<file path="config.mk">
export PLATFORM = sky130hd
export DESIGN_NAME = ring_router_node
export DESIGN_NICKNAME = d
export VERILOG_FILES = /design/src/rtl/ring_router_pkg.sv /design/src/rtl/router_fifo.sv /design/src/rtl/ring_router_node.sv
export SDC_FILE = /design/constraint.sdc
export NUM_CORES = 1
export LEC_CHECK = 0
export ABC_AREA = 0
export BUFFER_PORTS_ARGS = -buffer_cell sky130_fd_sc_hd__clkbuf_2
export CAP_MARGIN = 20
export CELL_PAD_IN_SITES_DETAIL_PLACEMENT = 0
export CELL_PAD_IN_SITES_GLOBAL_PLACEMENT = 1
export CORE_MARGIN = 2
export CORE_UTILIZATION = 51
export CTS_BUF_LIST = sky130_fd_sc_hd__clkbuf_4 sky130_fd_sc_hd__clkbuf_8
export CTS_CLUSTER_SIZE = 16
export DETAILED_ROUTE_END_ITERATION = 6
export PLACE_DENSITY_LB_ADDON = 0.1
export REMOVE_ABC_BUFFERS = 1
export SLEW_MARGIN = 15
export SYNTH_ARGS = -nofsm -noshare
export SYNTH_HDL_FRONTEND = slang
export SYNTH_SLANG_ARGS = --single-unit
export TNS_END_PERCENT = 10
</file>
<file path="constraint.sdc">
create_clock -name shiftInCLK -period 6.1 [get_ports shiftInCLK]
set_input_delay 0.61 -clock shiftInCLK [delete_from_list [all_inputs] [get_ports shiftInCLK]]
set_output_delay 0.61 -clock shiftInCLK [all_outputs]
set_load 0.005 [all_outputs]
</file>
<file path="src/rtl/ring_router_pkg.sv">
// Shared definitions for the ring router node: route codes, the
// destination-field extraction helper and a saturating counter helper.
package ring_router_pkg;

   // Output port index doubles as the route code; DROP has no FIFO.
   typedef enum logic [1:0] {
      PORT_LEFT  = 2'd0,
      PORT_RIGHT = 2'd1,
      PORT_LOCAL = 2'd2,
      PORT_DROP  = 2'd3
   } routeT;

   localparam int NUM_PORTS = 3;

   // Destination address sits in the top addrW bits of the packet.
   // The packet is passed zero-extended to 64 bits, so dataW must not exceed 64.
   function automatic int destField(input logic [63:0] data, input int dataW, input int addrW);
      logic [63:0] shifted;
      shifted = data >> (dataW - addrW);
      return int'(shifted & ((64'd1 << addrW) - 64'd1));
   endfunction

   // 16-bit counter add that sticks at all-ones instead of wrapping.
   function automatic logic [15:0] satAdd(input logic [15:0] cnt, input logic [1:0] inc);
      logic [16:0] sum;
      sum = {1'b0, cnt} + 17'(inc);
      return sum[16] ? 16'hFFFF : sum[15:0];
   endfunction

endpackage

</file>
<file path="src/rtl/router_fifo.sv">
// Per-output packet buffer: synchronous push/pop, show-ahead head.
// Push while full and pop while empty are ignored; an empty FIFO shows 0.
module router_fifo #(
   parameter int DATA_W     = 32,
   parameter int FIFO_DEPTH = 4
) (
   input  logic              clk,
   input  logic              rstN,
   input  logic              push,
   input  logic [DATA_W-1:0] pushData,
   input  logic              pop,
   output logic              full,
   output logic              empty,
   output logic [DATA_W-1:0] headData
);

   localparam int PTR_W = (FIFO_DEPTH > 1) ? $clog2(FIFO_DEPTH) : 1;
   localparam int CNT_W = PTR_W + 1;

   logic [DATA_W-1:0] mem [FIFO_DEPTH];
   logic [PTR_W-1:0]  wrPtr;
   logic [PTR_W-1:0]  rdPtr;
   logic [CNT_W-1:0]  count;
   logic              doPush;
   logic              doPop;

   assign full     = (count == CNT_W'(FIFO_DEPTH));
   assign empty    = (count == '0);
   assign doPush   = push & ~full;
   assign doPop    = pop & ~empty;
   assign headData = empty ? '0 : mem[rdPtr];

   // Storage write; contents need no reset because count gates visibility.
   always_ff @(posedge clk) begin
      if (doPush) mem[wrPtr] <= pushData;
   end

   // Pointers wrap naturally at the power-of-two depth; count tracks occupancy.
   always_ff @(posedge clk) begin
      if (!rstN) begin
         wrPtr <= '0;
         rdPtr <= '0;
         count <= '0;
      end else begin
         if (doPush) wrPtr <= wrPtr + PTR_W'(1);
         if (doPop)  rdPtr <= rdPtr + PTR_W'(1);
         case ({doPush, doPop})
            2'b10:   count <= count + CNT_W'(1);
            2'b01:   count <= count - CNT_W'(1);
            default: count <= count;
         endcase
      end
   end

endmodule

</file>
<file path="src/rtl/ring_router_node.sv">
// Ring router node: left, right and local inputs routed by shortest path
// into per-output FIFOs with round-robin arbitration per output.
// Optional statistics counters are built when ROUTER_STATS_EN is defined.
//
// Handshake: a transfer happens on a rising edge where valid and ready are
// both high; ready never depends on the same cycle's pop at that output.
module ring_router_node
   import ring_router_pkg::*;
#(
   parameter int DATA_W     = 32,
   parameter int ADDR_W     = 3,
   parameter int NUM_NODES  = 5,
   parameter int NODE_IP    = 0,
   parameter int FIFO_DEPTH = 4
) (
   input  logic              shiftInCLK,
   input  logic              shiftInRSTn,
   input  logic [DATA_W-1:0] shiftInLeftData,
   input  logic              shiftInLeftValid,
   output logic              shiftInLeftReady,
   input  logic [DATA_W-1:0] shiftInRightData,
   input  logic              shiftInRightValid,
   output logic              shiftInRightReady,
   input  logic [DATA_W-1:0] shiftInData,
   input  logic              shiftInValid,
   output logic              shiftInReady,
   output logic [DATA_W-1:0] shiftOutLeftData,
   output logic              shiftOutLeftValid,
   input  logic              shiftOutLeftReady,
   output logic [DATA_W-1:0] shiftOutRightData,
   output logic              shiftOutRightValid,
   input  logic              shiftOutRightReady,
   output logic [DATA_W-1:0] shiftOutData,
   output logic              shiftOutValid,
   input  logic              shiftOutReady,
`ifdef ROUTER_STATS_EN
   output logic [15:0]       statFwdCount,
   output logic [15:0]       statDelivCount,
   output logic [15:0]       statDropCount,
`endif
   output logic              dropPulse
);

   logic [DATA_W-1:0] inData   [NUM_PORTS];
   logic [NUM_PORTS-1:0] inValid;
   logic [NUM_PORTS-1:0] inReady;
   logic [NUM_PORTS-1:0] isDrop;
   logic [1:0]        routeCode [NUM_PORTS];
   logic [NUM_PORTS-1:0] grant  [NUM_PORTS];
   logic [1:0]        grantIdx  [NUM_PORTS];
   logic [NUM_PORTS-1:0] hasGrant;
   logic [1:0]        rrPtr     [NUM_PORTS];
   logic [NUM_PORTS-1:0] fifoPush;
   logic [NUM_PORTS-1:0] fifoPop;
   logic [NUM_PORTS-1:0] fifoFull;
   logic [NUM_PORTS-1:0] fifoEmpty;
   logic [NUM_PORTS-1:0] outReady;
   logic [DATA_W-1:0] pushData  [NUM_PORTS];
   logic [DATA_W-1:0] headData  [NUM_PORTS];
   logic [NUM_PORTS-1:0] dropAcc;

   // Shortest-path decision; ties (d == NUM_NODES/2) go right.
   function automatic routeT routeOf(input logic [DATA_W-1:0] data);
      int dest;
      int d;
      dest = destField(64'(data), DATA_W, ADDR_W);
      d    = (dest - NODE_IP + NUM_NODES) % NUM_NODES;
      if (dest >= NUM_NODES)      return PORT_DROP;
      else if (d == 0)            return PORT_LOCAL;
      else if (d <= NUM_NODES/2)  return PORT_RIGHT;
      else                        return PORT_LEFT;
   endfunction

   // Round-robin search position k steps after ptr, modulo 3.
   function automatic logic [1:0] rrIdx(input logic [1:0] ptr, input int k);
      return 2'((int'(ptr) + k) % NUM_PORTS);
   endfunction

   assign inData[0] = shiftInLeftData;
   assign inData[1] = shiftInRightData;
   assign inData[2] = shiftInData;
   assign inValid   = {shiftInValid, shiftInRightValid, shiftInLeftValid};
   assign outReady  = {shiftOutReady, shiftOutRightReady, shiftOutLeftReady};

   // Route decode for every input.
   always_comb begin
      for (int i = 0; i < NUM_PORTS; i++) begin
         routeCode[i] = routeOf(inData[i]);
         isDrop[i]    = (routeCode[i] == PORT_DROP);
      end
   end

   // Per-output round-robin grant among valid inputs routed to it.
   always_comb begin
      for (int o = 0; o < NUM_PORTS; o++) begin
         grant[o]    = '0;
         grantIdx[o] = 2'd0;
         hasGrant[o] = 1'b0;
         for (int k = 0; k < NUM_PORTS; k++) begin
            if (!hasGrant[o] && inValid[rrIdx(rrPtr[o], k)] &&
                routeCode[rrIdx(rrPtr[o], k)] == 2'(o)) begin
               hasGrant[o]                  = 1'b1;
               grantIdx[o]                  = rrIdx(rrPtr[o], k);
               grant[o][rrIdx(rrPtr[o], k)] = 1'b1;
            end
         end
         fifoPush[o] = hasGrant[o] & ~fifoFull[o] & shiftInRSTn;
         pushData[o] = inData[grantIdx[o]];
      end
   end

   // Input ready: drops always accepted; otherwise granted and target not full.
   always_comb begin
      for (int i = 0; i < NUM_PORTS; i++) begin
         inReady[i] = isDrop[i];
         for (int o = 0; o < NUM_PORTS; o++) begin
            if (routeCode[i] == 2'(o) && grant[o][i] && !fifoFull[o]) inReady[i] = 1'b1;
         end
         inReady[i] = inReady[i] & shiftInRSTn;
      end
   end

   assign dropAcc           = inValid & inReady & isDrop;
   assign shiftInLeftReady  = inReady[0];
   assign shiftInRightReady = inReady[1];
   assign shiftInReady      = inReady[2];

   // Round-robin pointers move past the winner only when a push happens.
   always_ff @(posedge shiftInCLK) begin
      for (int o = 0; o < NUM_PORTS; o++) begin
         if (!shiftInRSTn)     rrPtr[o] <= 2'd0;
         else if (fifoPush[o]) rrPtr[o] <= (grantIdx[o] == 2'd2) ? 2'd0 : grantIdx[o] + 2'd1;
      end
   end

   // One pulse per cycle with any drop, however many inputs dropped.
   always_ff @(posedge shiftInCLK) begin
      if (!shiftInRSTn) dropPulse <= 1'b0;
      else              dropPulse <= |dropAcc;
   end

   for (genvar o = 0; o < NUM_PORTS; o++) begin : gOut
      assign fifoPop[o] = ~fifoEmpty[o] & outReady[o];
      router_fifo #(
         .DATA_W     (DATA_W),
         .FIFO_DEPTH (FIFO_DEPTH)
      ) uFifo (
         .clk      (shiftInCLK),
         .rstN     (shiftInRSTn),
         .push     (fifoPush[o]),
         .pushData (pushData[o]),
         .pop      (fifoPop[o]),
         .full     (fifoFull[o]),
         .empty    (fifoEmpty[o]),
         .headData (headData[o])
      );
   end

   assign shiftOutLeftData   = headData[0];
   assign shiftOutLeftValid  = ~fifoEmpty[0];
   assign shiftOutRightData  = headData[1];
   assign shiftOutRightValid = ~fifoEmpty[1];
   assign shiftOutData       = headData[2];
   assign shiftOutValid      = ~fifoEmpty[2];

`ifdef ROUTER_STATS_EN
   // Saturating traffic counters: ring forwards, local deliveries, drops.
   always_ff @(posedge shiftInCLK) begin
      if (!shiftInRSTn) begin
         statFwdCount   <= '0;
         statDelivCount <= '0;
         statDropCount  <= '0;
      end else begin
         statFwdCount   <= satAdd(statFwdCount, 2'(fifoPush[0]) + 2'(fifoPush[1]));
         statDelivCount <= satAdd(statDelivCount, 2'(fifoPush[2]));
         statDropCount  <= satAdd(statDropCount, 2'($countones(dropAcc)));
      end
   end
`endif

endmodule

</file>
# After elaboration in Yosys (flattened, before gate mapping)

Memories as Yosys holds them, arrays and structs flattened. A register that Yosys moved wholly into a read port is not among the register bits.
Index checks and enable logic that the tools add are counted.

Add/subtract/negate cells: 24
Divide/modulo/power cells: 12
Magnitude comparators: 36
Equal/unequal tests: 27
Multiplexer cells: 151
Bitwise logic cells: 47
Reduce and logical (&&, ||, !) cells: 67

Operators by type and width:

| operator              | number |
|---|---|
| $mux 32               | 9 |
| $bmux 32 s2           | 3 |
| $mod 32x3->32 const B | 6 |
| $le 32x3->1 const B   | 3 |
| $logic_not 32->1      | 3 |
| $mod 3x3->32 const B  | 3 |
| $mod 32x4->32 const B | 3 |
| $mux 2                | 45 |
| $mux 1                | 55 |
| $ge 3x3->1 const B    | 15 |
| $logic_and 1x1->1     | 42 |
| $bmux 2 s2            | 9 |
| $not 2->3             | 12 |
| $eq 2x2->1 const B    | 15 |
| $lt 2x3->1 const B    | 9 |
| $mux 3                | 9 |
| $add 2x1->2 const B   | 9 |
| $and 1x1->1           | 18 |
| $bmux 1 s2            | 9 |
| $demux 1 s2           | 9 |
| $eq 2x1->1 const B    | 9 |
| $ge 2x1->1 const B    | 9 |
| $or 3x3->3            | 6 |
| $pmux 3 s2            | 3 |
| 14 further kinds      | 51 |

Bits in registers: 22
Memory bits (writable): 390
Output and inout port bits: 103
Word-level logic and storage cells: 378
Memories: 4

Memories:

| memory            | words | width | read ports | clocked after Yosys merged registers in | write ports | line                   | RTL |
|---|---|---|---|---|---|---|---|
| gOut[0].uFifo.mem | 4     | 32    | 1          | 1                                       | 1           | router_fifo.sv:20      | `logic [DATA_W-1:0] mem [FIFO_DEPTH];` |
| gOut[1].uFifo.mem | 4     | 32    | 1          | 1                                       | 1           | router_fifo.sv:20      |  |
| gOut[2].uFifo.mem | 4     | 32    | 1          | 1                                       | 1           | router_fifo.sv:20      |  |
| rrPtr             | 3     | 2     | 3          | 0                                       | 3           | ring_router_node.sv:52 | `logic [1:0] rrPtr [NUM_PORTS];` |

# Longest topological paths before layout

Depth after elaboration: 29
Depth in mapped cells: 26

# Hierarchy

From an unflattened synthesis, not the netlist that was laid out.

Cells, all modules: 1543
Area total of the unflattened synthesis: 21533.2 um2

By module, submodules not included:

| module           | times used | cells an instance | area an instance (um2) | seq. area each (um2) |
|---|---|---|---|---|
| router_fifo      | 3          | 256               | 5330.1                 | 4023.9 |
| ring_router_node | 1          | 775               | 5542.8                 | 200.2 |

# Worst setup path before layout

Ideal clock, no wire load.

Path kind: in2reg
Start point: input shiftInRightData[30]
End point: memory gOut[1].uFifo.mem[0][0] (enable)
Setup time: 392 ps
Arrival: 5265 ps
Data required time: 5708 ps
Path slack: 442 ps
Stages on the path: 18
Buffers on the path: 3
Path through: buf_2 > inv_1 > ha_1 > buf_2 > nand3b_1 > a31oi_1 > a21o_1 > mux2_2 > ha_1 > or3_1 > a311o_1 > or4b_1 > buf_2 > a211oi_4 > and3_1 > inv_2 > a41oi_2 > and3_1

Longest elaborated chain between the ends: 25
Elaborated cells between the ends (all ways): 35
Classes of those cells: add/sub (1); div (1); order compare (2); eq/ne (3); mux (17); bitwise (3); reduce/logical (8)

Ends and longest elaborated chain:

| element                                   | line                    | RTL |
|---|---|---|
| start, declared                           | ring_router_node.sv:21  | `input logic [DATA_W-1:0] shiftInRightData,` |
| $add 3x3->4                               | ring_router_node.sv:67  | `d = (dest - NODE_IP + NUM_NODES) % NUM_NODES;` |
| $mod 32x4->32                             | ring_router_node.sv:67  |  |
| $le 32x3->1                               | ring_router_node.sv:70  | `else if (d <= NUM_NODES/2) return PORT_RIGHT;` |
| $mux 1                                    | ring_router_node.sv:70  |  |
| $mux 2                                    | ring_router_node.sv:69  | `else if (d == 0) return PORT_LOCAL;` |
| $mux 2 (*)                                | ring_router_node.sv:68  | `if (dest >= NUM_NODES) return PORT_DROP;` |
| $bmux 2 s2                                | ring_router_node.sv:101 | `routeCode[rrIdx(rrPtr[o], k)] == 2'(o)) begin` |
| $mux 2 (implied by the code) (2 in a row) | ring_router_node.sv:101 |  |
| [... 6 more ...]                          | n/a                     |  |
| $mux 1                                    | ring_router_node.sv:100 | `if (!hasGrant[o] && inValid[rrIdx(rrPtr[o], k)] &&` |
| $logic_not 1->1                           | ring_router_node.sv:100 |  |
| $logic_and 1x1->1 (2 in a row)            | ring_router_node.sv:100 |  |
| $mux 1 (*)                                | ring_router_node.sv:100 |  |
| $and 1x1->1 (*) (2 in a row)              | ring_router_node.sv:107 | `fifoPush[o] = hasGrant[o] & ~fifoFull[o] & shiftInRSTn;` |
| $and 1x1->1 (*)                           | router_fifo.sv:29       | `assign doPush = push & ~full;` |
| $mux 1 (*)                                | router_fifo.sv:35       | `if (doPush) mem[wrPtr] <= pushData;` |
| $mux 1 (implied by the code) (*)          | router_fifo.sv:35       |  |
| end, declared                             | router_fifo.sv:20       |  |

Mark *: on every way between the ends. The rest lies on a longest branch, timed or not. The select of a mux whose other input is x is not followed.

# Final worst setup path

Start point: input shiftInRightData[30]
End point: output shiftInLeftReady

Longest elaborated chain between the ends: 26
Elaborated cells between the ends (all ways): 96
Classes of those cells: add/sub (1); div (1); order compare (2); eq/ne (6); mux (48); bitwise (7); reduce/logical (31)

Ends and longest elaborated chain:

| element                                   | line                    | RTL |
|---|---|---|
| $add 3x3->4                               | ring_router_node.sv:67  |  |
| $mod 32x4->32                             | ring_router_node.sv:67  |  |
| $le 32x3->1                               | ring_router_node.sv:70  |  |
| $mux 1                                    | ring_router_node.sv:70  |  |
| $mux 2                                    | ring_router_node.sv:69  |  |
| $mux 2 (*)                                | ring_router_node.sv:68  |  |
| $bmux 2 s2                                | ring_router_node.sv:101 |  |
| $mux 2 (implied by the code) (2 in a row) | ring_router_node.sv:101 |  |
| [... 6 more ...]                          | n/a                     |  |
| $mux 1                                    | ring_router_node.sv:100 |  |
| $logic_not 1->1                           | ring_router_node.sv:100 |  |
| $logic_and 1x1->1 (2 in a row)            | ring_router_node.sv:100 |  |
| $mux 3                                    | ring_router_node.sv:100 |  |
| $logic_and 1x1->1 (2 in a row)            | ring_router_node.sv:117 | `if (routeCode[i] == 2'(o) && grant[o][i] && !fifoFull[o]) inReady[i] = 1'b1;` |
| $mux 1 (2 in a row)                       | ring_router_node.sv:117 |  |
| $mux 1 (*)                                | ring_router_node.sv:117 |  |
| $and 1x1->1 (*)                           | ring_router_node.sv:119 | `inReady[i] = inReady[i] & shiftInRSTn;` |
| end, declared                             | ring_router_node.sv:20  | `output logic shiftInLeftReady,` |

Marked as above.

==> out/results.ini <==
[synthesis]
synthesis.area_sq_um = 21130
yosysUniqueCellTypes = 85
yosys_warnings = 0
async_flop_share_pct = 0
yosysSeqAreaShare_pct = 58.08
ys_top_cells_by_area = edfxtp_1 55%, mux4_2 10%, and2_1 3.7%
synth-edff-count = 390
yosys-top-cells-count = 390 x edfxtp_1, 125 x and2_1, 96 x mux4_2
synth_most_common_cell = edfxtp_1
synth_top_area_share_pct = 55.43
synth_top_area_cell = edfxtp_1
syn_inst = 1492
ys.flop_type = edfxtp_1
syn_avg_cell_area_sq_um = 14.16
ys_ff_latch = 418

[clock_network]
root_buffer = clkbuf_8
cts_resized = 0
numCtsBuffers = 70
clock_latency_ps = 620
clk_pin_slew_ps = 60
clock-sinks = 418
postCtsHoldBufs = 0
postCtsSetupBuffers = 0
cts_tree = done
clock_path_buffers = 3
htreeDepth = 3

[setup_path]
crit_path_max_fanout = 14
worstPathArrival_ps = 5100
cp.buffers_inverters = 3
crit_type = primary input to output pin
cp_top_family = compound AO/OA/AOI/OAI gates
critPathMaxStageDelay_ps = 650
crit_slowest_cell = or4b_1
end_kind = output pin
path_cells = clkbuf_2, buf_4, ha_1, nor3b_1, a21o_1, mux2_2, ha_1, or3_1, a311o_1, or4b_1, a211oi_4, and3_1, nor2b_1, a32oi_1, a21oi_1, a211o_1, clkbuf_2
startpoint_type = primary input
critPathRequiredTime_ps = 5490

[grt]
grt_pass1_vias = 13510
gr-total-overflow = 0
antenna_found_initial = 0
grt_pass1_wl_microns = 80070
grt_max_degree = 67
grt_usage_pct = 24.72

[outcome]
status = complete, no violations

[routing]
vias = 13550
totalWireLength_microns = 53340
drc = 0
routedWlPerCell_microns = 22.91
vias_per_cell = 5.821
drtIter0Drc = 901
final_antenna_net_count = 0
drt_pass1_iterations = 7

[floorplan]
die_h_microns = 207.5
pin_count = 207
die_w_microns = 207.5
die-area_sq_um = 43070
start_util_pct = 51.74
rows = 74
core_area_sq_um = 40830

[placed_design]
port_buffers = 206
placed_cell_area_sq_um = 23070
place.gp.congestion = 0.9460
dp_hpwl_microns = 36690

[final_layout]
regArea_sq_um = 12280
areaGrowthSynthToFinish_pct = 15.64
layout-drive-gt1-share_pct = 30.18
fillers = 3249
design_area_sq_um = 24430
n_antenna_cell = 0
multi_input_area_sq_um = 8265
num-nets-final = 1898

[pwr]
power_mw = 9.284
powerDensity_nw_per_um2 = 380.0
peakVddDrop_mv = 0.2487
power_leakage_nw = 8.706

[sta]
whs_ps = 395.9
finalSetupViolations = 0
finalClockSkew_ps = 28.91
hold_viol_final = 0
tightest_slew_ps = 1037
finalCritPeriodShare_pct = 93.61
slew_viol_final = 0
rsz0062_at_grt = no
max_clock_freq_mhz = 175.1
fin_crit_ps = 5710
max_slew_margin_pct = 30.89

[job]
cap_viol_max_count = 0

[min_path]
hold_path_class = primary input to register

==> registers in the layout, summed over array words and instances, names as in the netlist, named ones only <==
name              cells
gOut.uFifo.mem      384
gOut.uFifo.count      9
rrPtr                 6
gOut.uFifo.rdPtr      6
gOut.uFifo.wrPtr      6
dropPulse             1
==> routing by layer <==
metal	up-vias	wire length, microns	track usage [%]
met3	90	3670	4.932
met2	479	26390	41.30
met4	2	1780	9.951
met1	6758	21410	31.72
li1	6223	-	-
met5	-	80	1.335
==> kinds of logic (layout without fill, tap and decap cells) <==
| logic type | count (synthesis) | after routing | synth area share [%] |
|---|---|---|---|
| DFF | 418 | 418 | 58.08 |
| and+or+nand+nor | 416 | 416 | 10.72 |
| muxes | 235 | 235 | 17.66 |
| AOI/OAI and AO/OA | 211 | 211 | 6.692 |
| buffers and inverters | 143 | 447 | 2.937 |
| adders and majority gates | 51 | 51 | 3.127 |
| xor gates and xnor gates | 18 | 18 | 0.7817 |
==> per-stage QoR <==
| stage | setup TNS [ps] | util, % | worst slack (ps) | cells |
|---|---|---|---|---|
| finish | 0 | 59.84 | 389.7 | 2328 |
| global route | 0 | 59.84 | 130.0 | 2328 |
| CTS | 0 | 59.84 | 399.6 | 2328 |
| detailed placement | 0 | 56.50 | 241.4 | 2203 |
| global placement | 0 | 56.50 | 309.8 | 2203 |
| floorplan | -66080 | - | -591.0 | 1403 |
==> cells in the final DEF, fill, tap and decap left out, types with 17 or more instances in the layout <==
cell and n:
a21oi_1 53, and2_1 125, and3_1 21, buf_4 49
clkbuf_2 206, clkbuf_4 24, clkbuf_8 77, dfxtp_1 25
edfxtp_1 390, ha_1 48, inv_1 53, mux2_1 24
mux2_4 26, mux2i_1 75, mux4_2 96, nand2_1 78
nand3_1 22, nor2_1 62, nor2b_1 19, nor3_1 17
o21ai_0 39, o21ai_1 18
==> cell type report <==
| class | count | share of cell area (%) |
|---|---|---|
| well taps | 532 | 2.724 |
| clock inverters | 24 | 0.5070 |
| clock buffers | 101 | 5.075 |
| flip-flops and latches | 418 | 50.24 |
| repair buffers | 268 | 6.791 |
| inverters | 54 | 0.8296 |
| multi-input cells | 931 | 33.83 |
==> worst paths after layout <==
check	start	endpoint	slack, ps	cells past startpoint
hold / removal	shiftInRightData[20]	gOut[1].uFifo.mem[0][20]	400	2
setup / recovery	shiftInRightData[30]	shiftInLeftReady	390	17
hold reg to reg	gOut[1].uFifo.wrPtr[1]	gOut[1].uFifo.wrPtr[1]	500	2
setup reg to reg	rrPtr[0][0]	gOut[0].uFifo.count[2]	2580	15
==> power breakdown <==
part           internal (mW)  total, mW  switching, mW
Clock                   1.31       2.38           1.07
Combinational           1.36       3.14           1.78
Sequential              3.67       3.76         0.0870
Total                   6.34       9.28           2.94
Power figures use the tool's default switching activity.
